**src/rtl/constraint_tally.sv**
```systemverilog
// constraint_tally: tallies per-candidate split results; counts full satisfiers, first hit index, sticky fail mask.
// Optional macro CONSTRAINT_TALLY_EARLY_EXIT_EN ends the sweep on the first satisfying candidate.
module constraint_tally #(
  parameter int NUM_SPLITS = 8,
  parameter int CNT_W = 16
) (
  input  logic                  clk,
  input  logic                  rst_n,
  input  logic                  start,
  input  logic [CNT_W-1:0]      total,
  input  logic                  cand_valid,
  output logic                  cand_ready,
  input  logic [NUM_SPLITS-1:0] cand_x,
  output logic                  res_valid,
  input  logic                  res_ready,
  output logic [CNT_W-1:0]      res_sat_cnt,
  output logic [CNT_W-1:0]      res_first_idx,
  output logic                  res_found,
  output logic [NUM_SPLITS-1:0] res_fail_mask,
  output logic                  busy
);
  typedef enum logic [1:0] {IDLE, RUN, DONE} state_t;
  state_t state_q, state_d;
  logic [CNT_W-1:0] total_q, total_d, idx_q, idx_d, sat_q, sat_d, first_q, first_d;
  logic found_q, found_d;
  logic [NUM_SPLITS-1:0] mask_q, mask_d;
  logic hs, all_sat, last;
  assign hs = (state_q == RUN) && cand_valid;
  assign all_sat = &cand_x;
  assign last = idx_q == total_q - CNT_W'(1);
  always_comb begin
    state_d = state_q;
    total_d = total_q;
    idx_d = idx_q;
    sat_d = sat_q;
    first_d = first_q;
    found_d = found_q;
    mask_d = mask_q;
    case (state_q)
      IDLE: if (start) begin
        state_d = (total != '0) ? RUN : DONE;
        total_d = total;
        idx_d = '0;
        sat_d = '0;
        first_d = '0;
        found_d = 1'b0;
        mask_d = '0;
      end
      RUN: if (hs) begin
        mask_d = mask_q | ~cand_x;
        sat_d = all_sat ? sat_q + CNT_W'(1) : sat_q;
        first_d = (all_sat && !found_q) ? idx_q : first_q;
        found_d = found_q | all_sat;
        idx_d = idx_q + CNT_W'(1);
`ifdef CONSTRAINT_TALLY_EARLY_EXIT_EN
        state_d = (last || all_sat) ? DONE : RUN;
`else
        state_d = last ? DONE : RUN;
`endif
      end
      DONE: state_d = res_ready ? IDLE : DONE;
      default: state_d = IDLE;
    endcase
  end
  always_ff @(posedge clk or negedge rst_n) begin
    if (!rst_n) begin
      state_q <= IDLE;
      total_q <= '0;
      idx_q <= '0;
      sat_q <= '0;
      first_q <= '0;
      found_q <= 1'b0;
      mask_q <= '0;
    end else begin
      state_q <= state_d;
      total_q <= total_d;
      idx_q <= idx_d;
      sat_q <= sat_d;
      first_q <= first_d;
      found_q <= found_d;
      mask_q <= mask_d;
    end
  end
  assign cand_ready = state_q == RUN;
  assign res_valid = state_q == DONE;
  assign busy = state_q != IDLE;
  assign res_sat_cnt = sat_q;
  assign res_first_idx = first_q;
  assign res_found = found_q;
  assign res_fail_mask = mask_q;
endmodule

```
**config.mk**
```make
export PLATFORM = sky130hd
export DESIGN_NAME = constraint_tally
export DESIGN_NICKNAME = d
export VERILOG_FILES = /design/src/rtl/constraint_tally.sv
export SDC_FILE = /design/constraint.sdc
export NUM_CORES = 1
export LEC_CHECK = 0
export BUFFER_PORTS_ARGS = -buffer_cell sky130_fd_sc_hd__clkbuf_2
export CORE_AREA = 3 3 101 103
export CTS_CLUSTER_DIAMETER = 30
export CTS_CLUSTER_SIZE = 20
export DETAILED_ROUTE_END_ITERATION = 6
export DIE_AREA = 0 0 104 106
export SYNTH_ARGS = -nofsm -noshare
export SYNTH_HDL_FRONTEND = slang
export SYNTH_SLANG_ARGS = --single-unit
export TNS_END_PERCENT = 5
```
**constraint.sdc**
```tcl
create_clock -name clk -period 2.74 [get_ports clk]
set_input_delay 0.822 -clock clk [delete_from_list [all_inputs] [get_ports clk]]
set_output_delay 0.822 -clock clk [all_outputs]
set_load 0.02 [all_outputs]
```
==> flow_summary.json, run 1 <==
{
  "synth_area_sq_um": 3750,
  "multi_input_area_sq_um": 1770,
  "ys_ff_latch": 75,
  "area_growth_pct": 20.0,
  "row_count": 35,
  "nNetsFinal": 469,
  "fin_area_sq_um": 4500,
  "routed_wl_microns": 8560,
  "vias": 2911,
  "synthDistinctLibCells": 52,
  "startpoint_type": "flop",
  "worstRegToRegCells": 8,
  "finalPower_mw": 3.90,
  "synthFlopType": "dfrtp_1",
  "rsz0062_at_grt": "false",
  "antenna_found_initial": 0,
  "antenna_cells": 0,
  "drcViolationCount": 0,
  "crit_fanout": 5,
  "die_w_microns": 104,
  "maxSlewHeadroom": 0.628,
  "period_share": 0.944,
  "grt_pass1_wl_microns": 14500,
  "path_class": "reg2reg",
  "critical_path.cell_chain": "inv_1 > ha_1 > or4b_2 > nor3_1 > xnor2_1 > o311a_1 > nor4b_1 > a22oi_1",
  "post_cts_buffers": 0,
  "syn_inst": 365,
  "clkSlewWorstSetupHoldPaths_ps": 80,
  "cts.sinks": 75,
  "vdd_drop_max_uv": 312,
  "report.final.slew_viol_count": 0,
  "die_area_sq_um": 11000,
  "grtUsageMet1": 0.231,
  "wl_per_cell_microns": 15.0,
  "grt_start_max_net_pins": 45,
  "finalSetupViolCount": 0,
  "stdcell_count": 571,
  "clock.fmax_ghz": 0.387,
  "crit_path_top_delay_cell": "or4b_2",
  "grt_usage": 0.163,
  "synthTopCellsByArea": "dfrtp_1 (50%), xor2_1 (6.5%), nor2_1 (6.5%)",
  "synth-seq-area-share": 0.501,
  "synth-edff-count": 0,
  "cts_hold_buf": 0,
  "startpoint": "total_q[0]",
  "numPortBuffers": 72,
  "overflow": 0,
  "dr.pass1.iters": 5,
  "worstMarginPinSlew_ps": 553,
  "rrSetupSlack_ps": 150,
  "h-tree-depth": 3,
  "io-pin-count": 73,
  "cts_root_buf": "clkbuf_8",
  "cts_made_buffers": 9,
  "drive_gt1_frac": 0.285,
  "regArea_sq_um": 1880,
  "coreArea_sq_um": 9280,
  "cts_tree": "built",
  "place_area_sq_um": 4260,
  "status": "finished clean",
  "post_cts_resized": 0,
  "start_util": 0.404,
  "power_leakage_nw": 2.12,
  "required_ps": 2960,
  "synth.avg_cell_area_sq_um": 10.3,
  "final-hold-violation-count": 0,
  "totalNegativeSetupSlack_ps": 0,
  "synth_warnings": 0,
  "fp.dieH_microns": 106,
  "period_minus_slack_ps": 2590,
  "arrival_ps": 2800,
  "slowest_delay_ps": 660,
  "r2r-end": "state_q[0]",
  "via_per_inst": 5.10,
  "grt_pass1_vias": 2828,
  "hold_path.class": "in2async",
  "finalWeightedCongestion": 0.880,
  "drv_cap": 0,
  "placed_cells": 555,
  "busiest_layer": "met2",
  "hpwl_microns": 6380,
  "synth_nets": 397,
  "synth_area_leader_cell": "dfrtp_1",
  "rr_startpoint": "total_q[0]",
  "grt_use_met2": 0.244,
  "power.density_nw_per_um2": 867,
  "nFillCells": 933,
  "ant_nets": 0,
  "async_reset_ff_frac": 1.00,
  "critPathCaptureType": "flop",
  "crit_end": "state_q[0]",
  "clockBufferDepth": 2,
  "skew_ps": 11.1,
  "clk_latency_ps": 360,
  "drt-initial-drc-count": 121,
  "grt_use_met3": 0.0255,
  "synth.top_cell.area_share": 0.501
}
[layout make-up]
| type | instances | area share |
|---|---|---|
| multi-input combinational | 264 | 0.395 |
| inverter | 8 | 0.00668 |
| tap | 129 | 0.0359 |
| timing repair buffer | 79 | 0.0952 |
| clock inverter | 7 | 0.0225 |
| clock buffer | 9 | 0.0276 |
| sequential | 75 | 0.417 |
[critical path: cells and delay by family, from the launching register on]
family	cells	cell delay, ps
simple gates	3	1210
compound gates	2	340
buf+inv	1	90
fa+ha+maj	1	210
xor+xnor	1	170
flops	1	410
[worst min-delay path by stage]
stage | start | slack, ps | endpoint | depth (start not counted)
2_1_floorplan | state_q[0] | 490 | state_q[1] | 1
3_3_place_gp | res_fail_mask[6] | 480 | res_fail_mask[6] | 2
3_5_place_dp | res_fail_mask[6] | 490 | res_fail_mask[6] | 2
4_1_cts | rst_n | 430 | total_q[15] | 1
5_1_grt | rst_n | 470 | idx_q[11] | 1
6_report | rst_n | 430 | total_q[15] | 1
[synthesized netlist by cell type (2+ instances only)]
cell type and number:
nor3_1 5, and4_1 2, nand3_1 11, nand4_1 12, o22ai_1 2, mux2i_1 2, nand2_1 24, inv_1 8
and3_1 8, nor2b_1 2, xor2_1 28, clkbuf_1 14, or4_4 2, o21ai_0 9, or2_2 3, nor2_1 65
mux2_2 12, ha_1 3, o32ai_1 2, xnor2_1 18, buf_1 2, nor4_1 9, dfrtp_1 75, or3_1 2
nor4b_1 3, a22o_1 16
[placed cells by master (no fill, tap or decap), drive strengths merged, types with 3 or more instances in the layout]
cell type	synthesis	layout
clkbuf	14	80
dfrtp	75	75
nor2	66	66
xor2	28	28
nand2	24	24
xnor2	18	18
a22o	16	16
mux2	12	12
nand4	12	12
nand3	11	11
o21ai	9	9
nor4	9	9
inv	8	9
and3	8	8
buf	4	8
nor3	5	5
or3	4	4
or2	3	3
ha	3	3
nor4b	3	3
[report_power, final]
part	switching [mW]	internal, mW
registers	0.336	1.35
clock network	0.440	0.519
logic	0.664	0.584
[routing by layer]
layer  share of wire  vias up
li1                -     1431
met4           0.025        0
met2            0.44       67
met3           0.041       14
met1            0.50     1399
met5               0        -
[registers in the layout, indices dropped and copies added (netlist names)]
name,cells
res_first_idx,16
idx_q,16
res_fail_mask,8
total_q,16
res_found,1
state_q,2
res_sat_cnt,16
[per-stage QoR]
step | setup slack [ps] | util | hold WS (ps)
finish | 155 | 0.484 | 427
global route | 5.89 | 0.484 | 465
CTS | 176 | 0.483 | 433
detailed placement | 118 | 0.459 | 487
global placement | 192 | 0.459 | 481
floorplan | 348 | - | 495
[logic make-up (layout without fill, tap and decap cells)]
group	after synthesis	after routing	synth area share
flip-flops	75	75	0.501
adder cells (fa/ha/maj)	3	3	0.0100
multiplexers	14	14	0.0414
AND/OR/NAND/NOR	157	157	0.211
XOR/XNOR	46	46	0.108
buffers and inverters	26	103	0.0284
AO/OA/AOI/OAI	44	44	0.100
(Power assumes the default switching activity.)
==> run 2, diff against run 1 <==
==> constraint.sdc (replaced) <==
create_clock -name clk -period 2.74 [get_ports clk]
set_input_delay 0.685 -clock clk [delete_from_list [all_inputs] [get_ports clk]]
set_output_delay 0.685 -clock clk [all_outputs]
set_load 0.02 [all_outputs]
==> run 2 against run 1 <==
Compared with the run above:
- clock skew increased by 2.2 ps
- routed wire length shrank 0.63%
- worst setup slack gained 54 ps
- largest power group unchanged
- clock power fell by 9.1%
==> flow_summary.json, run 2 (synthesized netlist as in run 1, its figures left out) <==
{
  "final_util": 0.479,
  "h-tree-depth": 3,
  "critPathCaptureType": "flop",
  "antenna_found_initial": 0,
  "hpwl_microns": 6300,
  "period_minus_slack_ps": 2530,
  "clock.fmax_ghz": 0.395,
  "rrSetupSlack_ps": 210,
  "timing.hold.ws_ps": 473,
  "grt_usage": 0.164,
  "cts_made_buffers": 9,
  "drive_gt1_frac": 0.281,
  "wl_per_cell_microns": 14.9,
  "numPortBuffers": 72,
  "dr.pass1.iters": 4,
  "overflow": 0,
  "arrival_ps": 2810,
  "status": "finished clean",
  "hold_path.class": "in2async",
  "period_share": 0.924,
  "grt_pass1_vias": 2915,
  "post_cts_buffers": 0,
  "final-hold-violation-count": 0,
  "clk_latency_ps": 350,
  "start_util": 0.404,
  "routed_wl_microns": 8510,
  "antenna_cells": 0,
  "path_class": "reg2reg",
  "cts_tree": "built",
  "row_count": 35,
  "vdd_drop_max_uv": 340,
  "rr_startpoint": "total_q[0]",
  "clkSlewWorstSetupHoldPaths_ps": 80,
  "required_ps": 3020,
  "finalWeightedCongestion": 1.01,
  "nNetsFinal": 468,
  "totalNegativeSetupSlack_ps": 0,
  "rsz0062_at_grt": "false",
  "worstRegToRegCells": 8,
  "area_growth_pct": 18.7,
  "startpoint_type": "flop",
  "die_w_microns": 104,
  "crit_fanout": 5,
  "final_common_cell": "dfrtp_1",
  "cts.sinks": 75,
  "report.final.slew_viol_count": 0,
  "drt-initial-drc-count": 134,
  "grt_start_max_net_pins": 76,
  "power_leakage_nw": 2.09,
  "finalSetupViolCount": 0,
  "die_area_sq_um": 11000,
  "ant_nets": 0,
  "r2r-end": "state_q[1]",
  "fp.dieH_microns": 106,
  "cts_root_buf": "clkbuf_8",
  "vias": 2927,
  "worstMarginPinSlew_ps": 926,
  "coreArea_sq_um": 9280,
  "drcViolationCount": 0,
  "drv_cap": 0,
  "via_per_inst": 5.14,
  "final_cell_mix": "dfrtp_1 (75), clkbuf_2 (71), nor2_1 (63), xor2_1 (28), nand2_1 (24)",
  "maxSlewHeadroom": 0.383,
  "clockBufferDepth": 2,
  "cts_hold_buf": 0,
  "power.density_nw_per_um2": 853,
  "skew_ps": 13.3,
  "grt_pass1_wl_microns": 14500,
  "io-pin-count": 73
}
-- run 2: per-stage QoR --
step / cells / area [sq um] / worst slack [ps] / total power [mW]
2_1_floorplan: 365 / 3750 / 453 / 2.57
3_3_place_gp: 554 / 4240 / 187 / 2.92
3_5_place_dp: 554 / 4240 / 123 / 2.94
4_1_cts: 570 / 4440 / 223 / 3.82
5_1_grt: 570 / 4450 / 41.8 / 4.06
6_report: 570 / 4450 / 209 / 3.79
-- run 2: power by group --
group          leakage [nW]  switching [mW]  internal [mW]  total [mW]
Combinational          1.04           0.652          0.577        1.23
Clock                0.0905           0.429          0.443       0.872
Sequential            0.962           0.337           1.36        1.69
Total                  2.09            1.42           2.38        3.79
-- run 2: layer usage --
metal	track usage	vias up	share of wire
met4	0.0598	0	0.020
li1	-	1427	-
met1	0.232	1400	0.48
met2	0.241	86	0.44
met5	0	-	0
met3	0.0431	14	0.060
-- run 2: what timing repair did --
action | 4_1_cts | 5_1_grt
endpoints found under the setup margin | 0 | 2
resized for setup | 0 | 1
endpoints found under the hold margin | 0 | 0
-- run 2: area by class of cell --
type / count / area (sq um)
Timing Repair Buffer: 78 / 408
Sequential cell: 75 / 1880
Tap cell: 129 / 161
Clock buffer: 10 / 138
Multi-Input combinational cell: 264 / 1770
Inverter: 8 / 30.0
Fill cell: 921 / 4840
Clock inverter: 6 / 65.1
-- run 2: critical path, cell delays in order, from the launching register on --
cell       delay (ps)
dfrtp_1           410
inv_1              90
ha_1              220
or4b_2            670
nor3_1            260
xnor2_1           150
o311a_1           210
nor4b_1           290
o2bb2ai_1         160
-- run 2: worst max-delay path by stage --
stage	slack [ps]	end	startpoint
after global placement	190	res_sat_cnt[9]	cand_valid
final	210	state_q[1]	total_q[0]
after detailed placement	120	res_sat_cnt[9]	cand_valid
after global routing	40	state_q[1]	total_q[0]
after CTS	220	state_q[1]	total_q[0]
after floorplan	450	state_q[0]	total_q[0]
